## src/rtl/mem_arb_pkg.sv

```systemverilog
// Shared types and defaults for the two-requester memory arbiter.
// Latency: n/a (declarations only).
// Backpressure: n/a.
// Contents: requester id type, reset value of the last-granted id, default burst cap.
package mem_arb_pkg;

  // Identifies one of the two requesters.
  typedef logic req_id_t;

  // Requester 1 is recorded as last granted out of reset so the first tie goes to requester 0.
  localparam req_id_t LAST_RST = 1'b1;

  // Default cap on consecutive lock-held grants to one requester.
  localparam int MAX_BURST_DEF = 4;

endpackage

```

## src/rtl/arb_rr2_pick.sv

```systemverilog
// Two-way round-robin winner selection with a lock-hold override.
// Latency: purely combinational.
// Backpressure: none; a losing requester simply sees no grant bit this cycle.
// Ports: req_i  - request vector {req1, req0}
//        last_i - id of the requester granted most recently
//        hold_i - lock is active and still within its burst cap (implies req_i[last_i])
//        gnt_o  - one-hot grant, all zero when nobody requests
module arb_rr2_pick
  import mem_arb_pkg::*;
(
  input  logic    [1:0] req_i,
  input  req_id_t       last_i,
  input  logic          hold_i,
  output logic    [1:0] gnt_o
);

  always_comb begin
    gnt_o = 2'b00;
    if (hold_i) begin
      gnt_o[last_i] = 1'b1;
    end else if (&req_i) begin
      // Tie without a valid lock: whoever was not served last wins.
      gnt_o[~last_i] = 1'b1;
    end else begin
      // Zero or one requester: pass it straight through.
      gnt_o = req_i;
    end
  end

endmodule

```

## src/rtl/mem_arb2.sv

```systemverilog
// Shares one single-port synchronous memory between two requesters, round-robin with a capped lock.
// Latency: grant is same-cycle; read data and rvldN arrive one cycle after the grant.
// Backpressure: a requester holds reqN and its qualifiers until gntN; a loser waits, nothing is dropped.
// Ports: clk, rstb         - clock and asynchronous active-low reset
//        reqN/weN/lockN    - request, write select, keep-ownership request (N = 0, 1)
//        addN/datwN        - address and write data of requester N
//        gntN              - combinational accept; rvldN - registered read-data valid
//        rdat              - read data, qualified by rvld0/rvld1
//        mem_*             - memory port (enable, write enable, address, write data, read data)
module mem_arb2
  import mem_arb_pkg::*;
#(
  parameter int ADD_WIDTH = 8,
  parameter int DAT_WIDTH = 8,
  parameter int MAX_BURST = MAX_BURST_DEF
) (
  input  logic                 clk,
  input  logic                 rstb,
  input  logic                 req0,
  input  logic                 we0,
  input  logic                 lock0,
  input  logic [ADD_WIDTH-1:0] add0,
  input  logic [DAT_WIDTH-1:0] datw0,
  input  logic                 req1,
  input  logic                 we1,
  input  logic                 lock1,
  input  logic [ADD_WIDTH-1:0] add1,
  input  logic [DAT_WIDTH-1:0] datw1,
  output logic                 gnt0,
  output logic                 gnt1,
  output logic                 rvld0,
  output logic                 rvld1,
  output logic [DAT_WIDTH-1:0] rdat,
  output logic                 mem_en,
  output logic                 mem_we,
  output logic [ADD_WIDTH-1:0] mem_add,
  output logic [DAT_WIDTH-1:0] mem_datw,
  input  logic [DAT_WIDTH-1:0] mem_datr
);

  localparam int             CW      = $clog2(MAX_BURST + 1);
  localparam logic [CW-1:0]  CNT_MAX = CW'(MAX_BURST);
  localparam logic [CW-1:0]  CNT_ONE = CW'(1);

  req_id_t       last_q, last_d;
  logic [CW-1:0] cnt_q, cnt_d;
  logic          lock_vld_q, lock_vld_d;
  logic [1:0]    rvld_q, rvld_d;

  logic [1:0]    req;
  logic          hold;
  logic [1:0]    pick_gnt;
  logic [1:0]    gnt;
  logic          any_gnt;
  req_id_t       win_id;
  logic          win_lock;

  assign req  = {req1, req0};
  assign hold = lock_vld_q & req[last_q] & (cnt_q < CNT_MAX);

  arb_rr2_pick u_pick (
    .req_i  (req),
    .last_i (last_q),
    .hold_i (hold),
    .gnt_o  (pick_gnt)
  );

  // Nothing may reach the memory while reset is asserted.
  assign gnt     = pick_gnt & {2{rstb}};
  assign any_gnt = |gnt;
  assign gnt0    = gnt[0];
  assign gnt1    = gnt[1];

  // With no grant the mux rests on requester 0.
  assign win_id   = gnt[1];
  assign win_lock = win_id ? lock1 : lock0;

  assign mem_en   = any_gnt;
  assign mem_we   = any_gnt & (win_id ? we1 : we0);
  assign mem_add  = win_id ? add1 : add0;
  assign mem_datw = win_id ? datw1 : datw0;

  // Memory read data is registered in the macro, so it lines up with rvld_q.
  assign rdat  = mem_datr;
  assign rvld0 = rvld_q[0];
  assign rvld1 = rvld_q[1];

  always_comb begin
    last_d     = last_q;
    cnt_d      = '0;
    lock_vld_d = 1'b0;
    if (any_gnt) begin
      last_d     = win_id;
      lock_vld_d = win_lock;
      // A streak continues only across consecutive grant cycles to the same id;
      // an idle cycle zeroes cnt, so the next grant restarts at 1.
      if ((win_id == last_q) && (cnt_q != '0)) begin
        cnt_d = (cnt_q == CNT_MAX) ? CNT_MAX : cnt_q + 1'b1;
      end else begin
        cnt_d = CNT_ONE;
      end
    end
  end

  // Writes return write-through data from the memory, which nobody wants.
  assign rvld_d = {gnt[1] & ~we1, gnt[0] & ~we0};

  always_ff @(posedge clk or negedge rstb) begin
    if (!rstb) begin
      last_q     <= LAST_RST;
      cnt_q      <= '0;
      lock_vld_q <= 1'b0;
      rvld_q     <= 2'b00;
    end else begin
      last_q     <= last_d;
      cnt_q      <= cnt_d;
      lock_vld_q <= lock_vld_d;
      rvld_q     <= rvld_d;
    end
  end

endmodule

```

## config.mk

```make
export PLATFORM = sky130hd
export DESIGN_NAME = mem_arb2
export DESIGN_NICKNAME = d
export VERILOG_FILES = /design/src/rtl/mem_arb_pkg.sv /design/src/rtl/arb_rr2_pick.sv /design/src/rtl/mem_arb2.sv
export SDC_FILE = /design/constraint.sdc
export NUM_CORES = 1
export LEC_CHECK = 0
export ABC_AREA = 1
export ABC_CLOCK_PERIOD_IN_PS = 1630
export CORE_MARGIN = 2
export CORE_UTILIZATION = 24
export CTS_CLUSTER_DIAMETER = 100
export DETAILED_ROUTE_END_ITERATION = 6
export PLACE_DENSITY = 0.84
export SLEW_MARGIN = 5
export SYNTH_ARGS = -nofsm -noshare
export SYNTH_HDL_FRONTEND = slang
export SYNTH_SLANG_ARGS = --single-unit
```

## constraint.sdc

```tcl
create_clock -name clk -period 1.63 [get_ports clk]
set_clock_uncertainty 0.05 [all_clocks]
set_input_delay 0.326 -clock clk [delete_from_list [all_inputs] [get_ports clk]]
set_output_delay 0.326 -clock clk [all_outputs]
set_load 0.02 [all_outputs]
```

==> metrics.csv, run 1 <==
metric,value,unit
status,"finished, violations left",
failing checks,negative setup slack,
vias,1004,
vias in the first global route,1034,
synthesized area,675.6,sq um
gpl congestion,0.7623,
leading area contributor after synthesis,nand2_1,
dpl cells,213,
Crit Path Max Fanout,7,
GRT Util Overall,0.1657,
hpwl dp,1.862,mm
WL per Instance,12.86,um
Final #Nets,246,
Hold Path Class,input port to asynchronous set/reset pin,
R2R setup slack,0.01,ns
max frequency,476.8,MHz
total wire length,2.907,mm
pwr dens,609.5,nW/um^2
area delta synth->final,150.6,%
Tmin final,2.097,ns
largest net degree at the start of global routing,13,
share of cells above drive strength 1,0.5026,
sw power,399.6,uW
internal power,632.1,uW
RSZ-0062 raised after global routing,yes,
Clock Path Buffers,2,
antenna violations before repair,0,
Port-buffer cells,61,
fin cells,226,
Final Max Slew Viols,0,
worst r2r dst,cnt_q[0],
max-cap violations,0,
max_slew headroom,0.7975,
Worst setup EP type,primary output,
worst skew pair latency,0.27,ns
core footprint,2710,sq um
worst r2r src,last_q,
"Critical Path, Cell by Cell","inv_2, nand2_2, nor2_2, nor2_4, nand2_8, nor2_1, nor3_4, buf_4",
Chip Height,57.06,um
final setup fails,20,
Mapped Cells,116,
die footprint,3256,sq um
setup ws final,-0.4673,ns
Leak Pwr,0.0008413,uW
Initial Utilization,0.2493,
Sw Ratio,0.3873,
share of the synthesized area in the top cell type,0.3444,
"Reg clk slew, reported paths",0.06,ns
# DRC,0,
"slowest stage cell, crit path",dfstp_2,
total grt overflow,0,
num rows,19,
Slew @ Worst Pin,0.3006,ns
met1 Track Usage GR,0.1577,
Clock H-tree levels,1,
Netlist cell types,19,
busiest grt layer,met2,
maximum vdd drop,404.0,uV
Gate power share,0.627,
CTS sink cnt,7,
cts hold-fix bufs,0,
Avg Inst Size Synth,5.825,sq um
Worst path max stage delay,0.59,ns
CTS tree,done,
sequential share of power,0.204,
post-route ant nets,0,
crit share post-route,1.287,
Post-Syn Nets,166,
"Arr. time, crit path",1.72,ns
Die W,57.06,um
kind of critical path,flop to primary output,
vias per inst,4.442,
post-place setup slack,-0.9895,ns
worst path required time,1.25,ns
n_diodes,0,
CP Launch Type,flop,
top area cells in the synthesized netlist,"nand2_1, dfrtp_1, buf_4",
Clock power frac,0.170,
GR Util met3,0.04082,
"Seq/Total Area, Yosys",0.2611,
Yosys reg bits,7,
global-route wire length before repair,4.195,mm
DRT Pass-1 Iters,4,
synth warn,0,
num ports,78,
Hold WS,0.1086,ns
1st-iter DRT viols,38,
Fin. Hold Viols,0,
CTS buffer count,3,
depth of the most critical reg-to-reg path,10,
Clock Root Buffer,clkbuf_4,
GR Util met2,0.3202,
per-layer routing:
metal  wire length, um  share of wire  vias up
li1                  -              -      499
met1               937           0.32      449
met2              1643           0.57       46
met3               190          0.065       10
met4               136          0.047        0
met5                 0              0        -
stage by stage:
stage               TNS (ns)  utilization  area [sq um]  total power (uW)
global route          -10.23       0.6247          1693              1090
detailed placement    -20.05       0.5240          1420             715.8
global placement      -18.99       0.5240          1420             708.2
floorplan            -0.6231            -         729.5             470.0
CTS                   -9.748       0.5748          1558             965.7
finish                -8.568       0.6247          1693              1032
worst max-delay path by stage:
stage | endpoint | start | slack (ns)
detailed placement | mem_datw[7] | req1 | -0.99
CTS | mem_add[4] | last_q | -0.47
floorplan | mem_we | last_q | -0.08
global placement | mem_add[0] | req1 | -0.95
global route | mem_we | last_q | -0.54
finish | mem_we | last_q | -0.47
state kept, by name (all words and copies together), names as in the netlist:
register	count
cnt_q	3
last_q	1
lock_vld_q	1
rvld_q	2
Yosys cell counts:
| library cell | instances |
|---|---|
| inv_1 | 11 |
| nand3_1 | 3 |
| nand2_2 | 1 |
| buf_2 | 1 |
| buf_4 | 9 |
| nor3_2 | 1 |
| buf_6 | 1 |
| dfrtp_1 | 6 |
| nand2_1 | 62 |
| nand4_1 | 3 |
| nor3_1 | 1 |
| dfstp_2 | 1 |
| or2_2 | 1 |
| inv_2 | 1 |
| a21oi_1 | 1 |
| nor2_2 | 1 |
| ha_1 | 2 |
| nor2_1 | 8 |
| o21ai_0 | 2 |
layout by cell type, fill, tap and decap left out, types with 2 or more instances in the layout:
cell type        instances
nand4_1                  3
nor2_1                   7
ha_1                     2
buf_4                   21
dfrtp_1                  6
nand2_1                 26
nand2_2                 32
inv_1                    7
dlygate4sd2_1            2
buf_6                   22
o21ai_0                  2
nand2_4                  4
clkbuf_4                 3
clkdlybuf4s50_1         38
inv_2                    3
power by group through the flow:
stage	Combinational (uW)	Sequential (uW)	Clock, uW
6_report	647	210	175
3_5_place_dp	507	209	0
2_1_floorplan	261	209	0
5_1_grt	690	212	188
4_1_cts	591	207	168
3_3_place_gp	500	209	0
critical path: cells and delay by family (launching register included):
kind / cells / cell delay, ns
buffers and inverters: 2 / 0.22
DFF: 1 / 0.59
and+or+nand+nor: 6 / 0.64
cell families (layout without fill, tap and decap cells):
group,count (synthesis),after routing,synth area share
adder cells (fa/ha/maj),2,2,0.03703
flip-flops,7,7,0.2611
AO/OA/AOI/OAI,3,3,0.02222
buffers and inverters,23,102,0.1907
AND/OR/NAND/NOR,81,81,0.4889
what timing repair did:
| action | 4_1_cts | 5_1_grt |
|---|---|---|
| hold endpoints to repair | 0 | 0 |
| gates cloned | 0 | 1 |
| resized for setup | 132 | 35 |
| setup buffers | 10 | 4 |
| pin swaps | 8 | 10 |
| setup endpoints to repair | 21 | 25 |
layout make-up:
cell class | instances | area, sq um
timing repair buffer | 86 | 860.8
clock buffer | 4 | 26.28
inverter | 12 | 60.06
fill | 222 | 1017
multi-input combinational | 86 | 530.5
tap | 31 | 38.79
sequential | 7 | 176.4
Power figures use the tool's default switching activity.
==> run 2: changes to the inputs <==
- HOLD_SLACK_MARGIN: unset -> 0.1
- PLACE_DENSITY: 0.84 -> 0.76
- SKIP_CTS_REPAIR_TIMING: unset -> 1
==> run 2 against run 1 <==
Design area is 3.6% lower. Final cell count is 0.44% lower. Combinational power is 5.7% lower. Maximum frequency is 1.5% lower. The flow still finishes with violations (negative setup slack). Register-to-register slack worse by 0.09 ns. Non-clock buffer count is 1 lower. Total power is 6.0% lower. Die area stayed put.
==> metrics.csv, run 2 (synthesized netlist as in run 1, its figures left out) <==
metric,value,unit,change
status,"finished, violations left",,unchanged
failing checks,negative setup slack,,unchanged
Final #Nets,245,,was 246
Hold Path Class,input port to asynchronous set/reset pin,,unchanged
Crit Path Max Fanout,6,,was 7
"Critical Path, Cell by Cell","inv_2, nand2_2, nor2_2, nor2_2, nand2_4, nor2_1, nor3_4, buf_4",,"was inv_2, nand2_2, nor2_2, nor2_4, nand2_8, nor2_1, nor3_4, buf_4"
Top reg by flops,cnt_q,,unchanged
"Arr. time, crit path",1.75,ns,was 1.72 ns
total wire length,2.557,mm,was 2.907 mm
CP Launch Type,flop,,unchanged
post-place setup slack,-1.002,ns,was -0.9895 ns
crit share post-route,1.307,,was 1.287
setup ws final,-0.5002,ns,was -0.4673 ns
vias,971,,was 1004
worst r2r src,last_q,,unchanged
final setup fails,23,,was 20
max_slew headroom,0.8257,,was 0.7975
Clock Root Buffer,clkbuf_4,,unchanged
Die W,57.06,um,unchanged
area occupied by multi-input gates,484.2,sq um,was 530.5 sq um
Chip Height,57.06,um,unchanged
Fin. Hold Viols,0,,unchanged
gpl congestion,0.8248,,was 0.7623
# fillers,231,,was 222
sequential share of power,0.214,,was 0.204
hpwl dp,1.955,mm,was 1.862 mm
most frequent cells in the layout,"clkdlybuf4s50_1, nand2_1, nand2_2",,"was clkdlybuf4s50_1, nand2_2, nand2_1"
area delta synth->final,141.5,%,was 150.6%
Leak Pwr,0.0008502,uW,was 0.0008413 uW
worst path required time,1.25,ns,about the same
Port-buffer cells,61,,unchanged
depth of the most critical reg-to-reg path,11,,was 10
top flop regs,"cnt_q (3), rvld_q (2)",,unchanged
total grt overflow,0,,unchanged
Slew @ Worst Pin,0.2605,ns,was 0.3006 ns
Worst path max stage delay,0.57,ns,was 0.59 ns
vias in the first global route,908,,was 1034
total power,969.8,uW,was 1032 uW
internal power,611.4,uW,was 632.1 uW
max-cap violations,0,,unchanged
post-route ant nets,0,,unchanged
sw power,358.3,uW,was 399.6 uW
Final Max Slew Viols,0,,unchanged
area occupied by registers,176.4,sq um,unchanged
max reg flops,3,,unchanged
worst r2r dst,cnt_q[0],,unchanged
CTS buffer count,3,,unchanged
share of cells above drive strength 1,0.4485,,was 0.5026
WL per Instance,11.36,um,was 12.86 um
"slowest stage cell, crit path",dfstp_2,,unchanged
largest delay contributor family on the critical path,simple AND/OR/NAND/NOR gates,,unchanged
n_diodes,0,,unchanged
Clock power frac,0.158,,was 0.170
DRT Pass-1 Iters,4,,unchanged
1st-iter DRT viols,18,,was 38
Finished Core Util,0.6020,,was 0.6247
vias per inst,4.316,,was 4.442
"Reg clk slew, reported paths",0.06,ns,about the same
max frequency,469.4,MHz,was 476.8 MHz
global-route wire length before repair,3.643,mm,was 4.195 mm
largest net degree at the start of global routing,13,,unchanged
core footprint,2710,sq um,unchanged
kind of critical path,flop to primary output,,unchanged
worst skew pair latency,0.25,ns,was 0.27 ns
num rows,19,,unchanged
crit path buf inv count,2,,unchanged
Gate power share,0.629,,was 0.627
Sw Ratio,0.3695,,was 0.3873
Clock H-tree levels,1,,unchanged
"most common cell after layout, fill and taps aside",clkdlybuf4s50_1,,unchanged
Initial Utilization,0.2493,,unchanged
antenna violations before repair,0,,unchanged
CP Depth,8,,unchanged
Crit path top cell by count,nor2_2,,
RSZ-0062 raised after global routing,yes,,unchanged
maximum vdd drop,429.3,uV,was 404.0 uV
# DRC,0,,unchanged
Tmin final,2.130,ns,was 2.097 ns
Worst setup EP type,primary output,,unchanged
pwr dens,594.4,nW/um^2,was 609.5 nW/um^2
R2R setup slack,-0.08,ns,was 0.01 ns
Clock Path Buffers,2,,unchanged
CTS tree,done,,unchanged
GRT Util Overall,0.1410,,was 0.1657
num ports,78,,unchanged
CTS sink cnt,7,,unchanged
die footprint,3256,sq um,unchanged
[run 2: how the worst max path moves through the flow]
stage,from,endpoint
6_report,last_q,mem_we
3_5_place_dp,req1,mem_datw[7]
4_1_cts,req1,mem_datw[7]
3_3_place_gp,req1,mem_datw[7]
2_1_floorplan,last_q,mem_we
5_1_grt,last_q,mem_add[3]
[run 2: stage by stage]
| step | setup TNS [ns] | instance area [sq um] | instances | hold slack (ns) |
|---|---|---|---|---|
| 2_1_floorplan | -0.6231 | 729.5 | 116 | -0.01959 |
| 4_1_cts | -19.26 | 1448 | 217 | 0.3781 |
| 3_3_place_gp | -18.38 | 1420 | 213 | 0.5837 |
| 5_1_grt | -11.28 | 1632 | 225 | 0.1043 |
| 3_5_place_dp | -20.15 | 1420 | 213 | 0.5821 |
| 6_report | -9.261 | 1632 | 225 | 0.09790 |
[run 2: tightest hold or removal path, delay by kind of cell]
kind / cells / cell delay (ns)
buffers and inverters: 3 / 0.40
[run 2: routing by layer]
metal / GRT usage / vias up / wire length, um
met5: 0 / - / 0
met4: 0.07309 / 0 / 44
met3: 0.02268 / 4 / 135
met2: 0.2693 / 35 / 1392
met1: 0.1457 / 429 / 984
li1: - / 503 / -
[run 2: power by group through the flow]
stage               clock (uW)  combinational [uW]  sequential [uW]
floorplan                    0                 261              209
global placement             0                 504              208
detailed placement           0                 515              209
CTS                        158                 519              206
global route               169                 653              208
finish                     153                 610              207
[run 2: final cells by class]
type,count,share of cell area
Clock buffer,3,0.01380
Clock inverter,1,0.003067
Inverter,12,0.03374
Multi-Input combinational cell,86,0.2968
Sequential cell,7,0.1081
Tap cell,31,0.02377
Timing Repair Buffer,85,0.5207
==> run 3: changes to the inputs <==
- ABC_CLOCK_PERIOD_IN_PS: 1630 -> 1850
- clock period: 1.63 -> 1.85 ns (I/O delays scaled with it)
==> run 3 against run 2 <==
The flow still finishes with violations (negative setup slack). Global-route usage is 0.52 points lower. First-iteration DRC count is 33% lower. Design area is 6.9% lower. Clock power is 8% lower. Sequential power is 12% lower. Clock-buffer cell count is 1 higher. Core utilization is 4.2 points lower. Critical path depth is 2 higher. Routed wire length is 6.8% lower.
==> metrics.csv, run 3 (synthesized netlist as in run 1, its figures left out) <==
metric,value,unit,change
top flop regs,"cnt_q (3), rvld_q (2)",,unchanged
total grt overflow,0,,unchanged
post-place setup slack,-0.8482,ns,was -1.002 ns
worst skew pair latency,0.26,ns,was 0.25 ns
n_diodes,0,,unchanged
vias,955,,was 971
Finished Core Util,0.5605,,was 0.6020
crit path buf inv count,4,,was 2
max frequency,470.9,MHz,
# fillers,250,,was 231
total wire length,2.383,mm,was 2.557 mm
antenna violations before repair,0,,unchanged
dpl cells,211,,was 213
num ports,78,,unchanged
Clock Path Buffers,2,,unchanged
Initial Utilization,0.2493,,unchanged
global-route wire length before repair,3.539,mm,was 3.643 mm
core footprint,2710,sq um,unchanged
Final Max Slew Viols,0,,unchanged
post-route ant nets,0,,unchanged
vias per inst,4.341,,was 4.316
Port-buffer cells,61,,unchanged
share of cells above drive strength 1,0.3862,,was 0.4485
failing checks,negative setup slack,,unchanged
worst path required time,1.43,ns,was 1.25 ns
Crit Path Max Fanout,7,,was 6
hpwl dp,1.903,mm,was 1.955 mm
final setup fails,20,,was 23
vias in the first global route,902,,was 908
largest delay contributor family on the critical path,flip-flops,,was simple AND/OR/NAND/NOR gates
Final #Nets,240,,was 245
Die W,57.06,um,unchanged
Chip Height,57.06,um,unchanged
maximum vdd drop,253.1,uV,was 429.3 uV
total power,805.3,uW,was 969.8 uW
area delta synth->final,124.8,%,was 141.5%
Top reg by flops,cnt_q,,unchanged
pwr dens,530.2,nW/um^2,was 594.4 nW/um^2
Worst setup EP type,primary output,,unchanged
GRT Util Overall,0.1358,,was 0.1410
# DRC,0,,unchanged
kind of critical path,flop to primary output,,unchanged
DRT Pass-1 Iters,4,,unchanged
Slew @ Worst Pin,0.2429,ns,was 0.2605 ns
die footprint,3256,sq um,unchanged
max-cap violations,0,,unchanged
RSZ-0062 raised after global routing,yes,,unchanged
"Critical Path, Cell by Cell","inv_2, nand2_2, nor2_2, nor2_2, nand2_4, inv_4, buf_6, nand2_1, nand2_1, buf_4",,"was inv_2, nand2_2, nor2_2, nor2_2, nand2_4, nor2_1, nor3_4, buf_4"
Hold Path Class,input port to asynchronous set/reset pin,,unchanged
CP Launch Type,flop,,unchanged
1st-iter DRT viols,12,,was 18
most frequent cells in the layout,"nand2_1, clkdlybuf4s50_1, buf_6",,"was clkdlybuf4s50_1, nand2_1, nand2_2"
"slowest stage cell, crit path",dfstp_2,,unchanged
WL per Instance,10.83,um,was 11.36 um
CTS sink cnt,7,,unchanged
"Arr. time, crit path",1.70,ns,was 1.75 ns
area occupied by registers,176.4,sq um,unchanged
Clock Root Buffer,clkbuf_4,,unchanged
largest net degree at the start of global routing,11,,was 13
Tmin final,2.124,ns,
crit share post-route,1.148,,
CTS tree,done,,unchanged
"most common cell after layout, fill and taps aside",nand2_1,,was clkdlybuf4s50_1
num rows,19,,unchanged
Clock H-tree levels,1,,unchanged
CTS buffer count,3,,unchanged
max reg flops,3,,unchanged
status,"finished, violations left",,unchanged
Leak Pwr,0.0007892,uW,was 0.0008502 uW
area occupied by multi-input gates,439.2,sq um,was 484.2 sq um
max_slew headroom,0.8363,,was 0.8257
fin cells,220,,was 225
"Reg clk slew, reported paths",0.06,ns,about the same
Fin. Hold Viols,0,,unchanged
setup ws final,-0.2737,ns,was -0.5002 ns
Fin Setup TNS,-4.734,ns,was -9.261 ns
gpl congestion,0.7183,,was 0.8248
Worst path max stage delay,0.56,ns,was 0.57 ns
## run 3: changes by cell type in the layout (fill, tap and decap cells not counted), sizes merged
cell	delta
clkdlybuf4s50	+1
buf	-3
dlymetal6s2s	-1
dlygate4sd3	-1
clkinv	-1
## run 3: final cells by class
class / count / area share
clock buffer: 4 / 0.01730
inverter: 12 / 0.03130
multi-input combinational: 86 / 0.2891
sequential: 7 / 0.1161
tap: 31 / 0.02554
timing repair buffer: 80 / 0.5206
## run 3: path summary, 6_finish.rpt
kind	from	endpoint	slack (ns)	cells past startpoint
setup / recovery	last_q	mem_datw[5]	-0.27	10
hold / removal	rstb	cnt_q[1]	0.50	3
setup reg to reg	last_q	cnt_q[2]	0.26	9
hold reg to reg	last_q	last_q	0.60	3
max in group asynchronous	rstb	last_q	1.04	3
min in group clk	req0	rvld_q[0]	0.57	4
## run 3: routing by layer
layer | wire, um | part of all wire | global-route usage
met5 | 0 | 0 | 0
met3 | 160 | 0.067 | 0.02494
met4 | 19 | 0.0080 | 0.04983
met2 | 1368 | 0.57 | 0.2808
met1 | 834 | 0.35 | 0.1289
## run 3: tightest hold or removal path: stages
cell and delay [ns]:
clkdlybuf4s50_1 0.50, buf_4 0.12, buf_4 0.15
## run 3: power breakdown
group	leakage, uW	internal, uW	switching, uW
sequential	0.0000913	171	11.9
clock	0.0000150	82.4	58.0
combinational	0.000683	258	224
## run 3: per-stage QoR
stage	instance area, sq um	hold slack [ns]
CTS	1386	0.4633
global route	1519	0.5052
finish	1519	0.4952
detailed placement	1360	0.5965
global placement	1360	0.5755
floorplan	689.4	0.02441
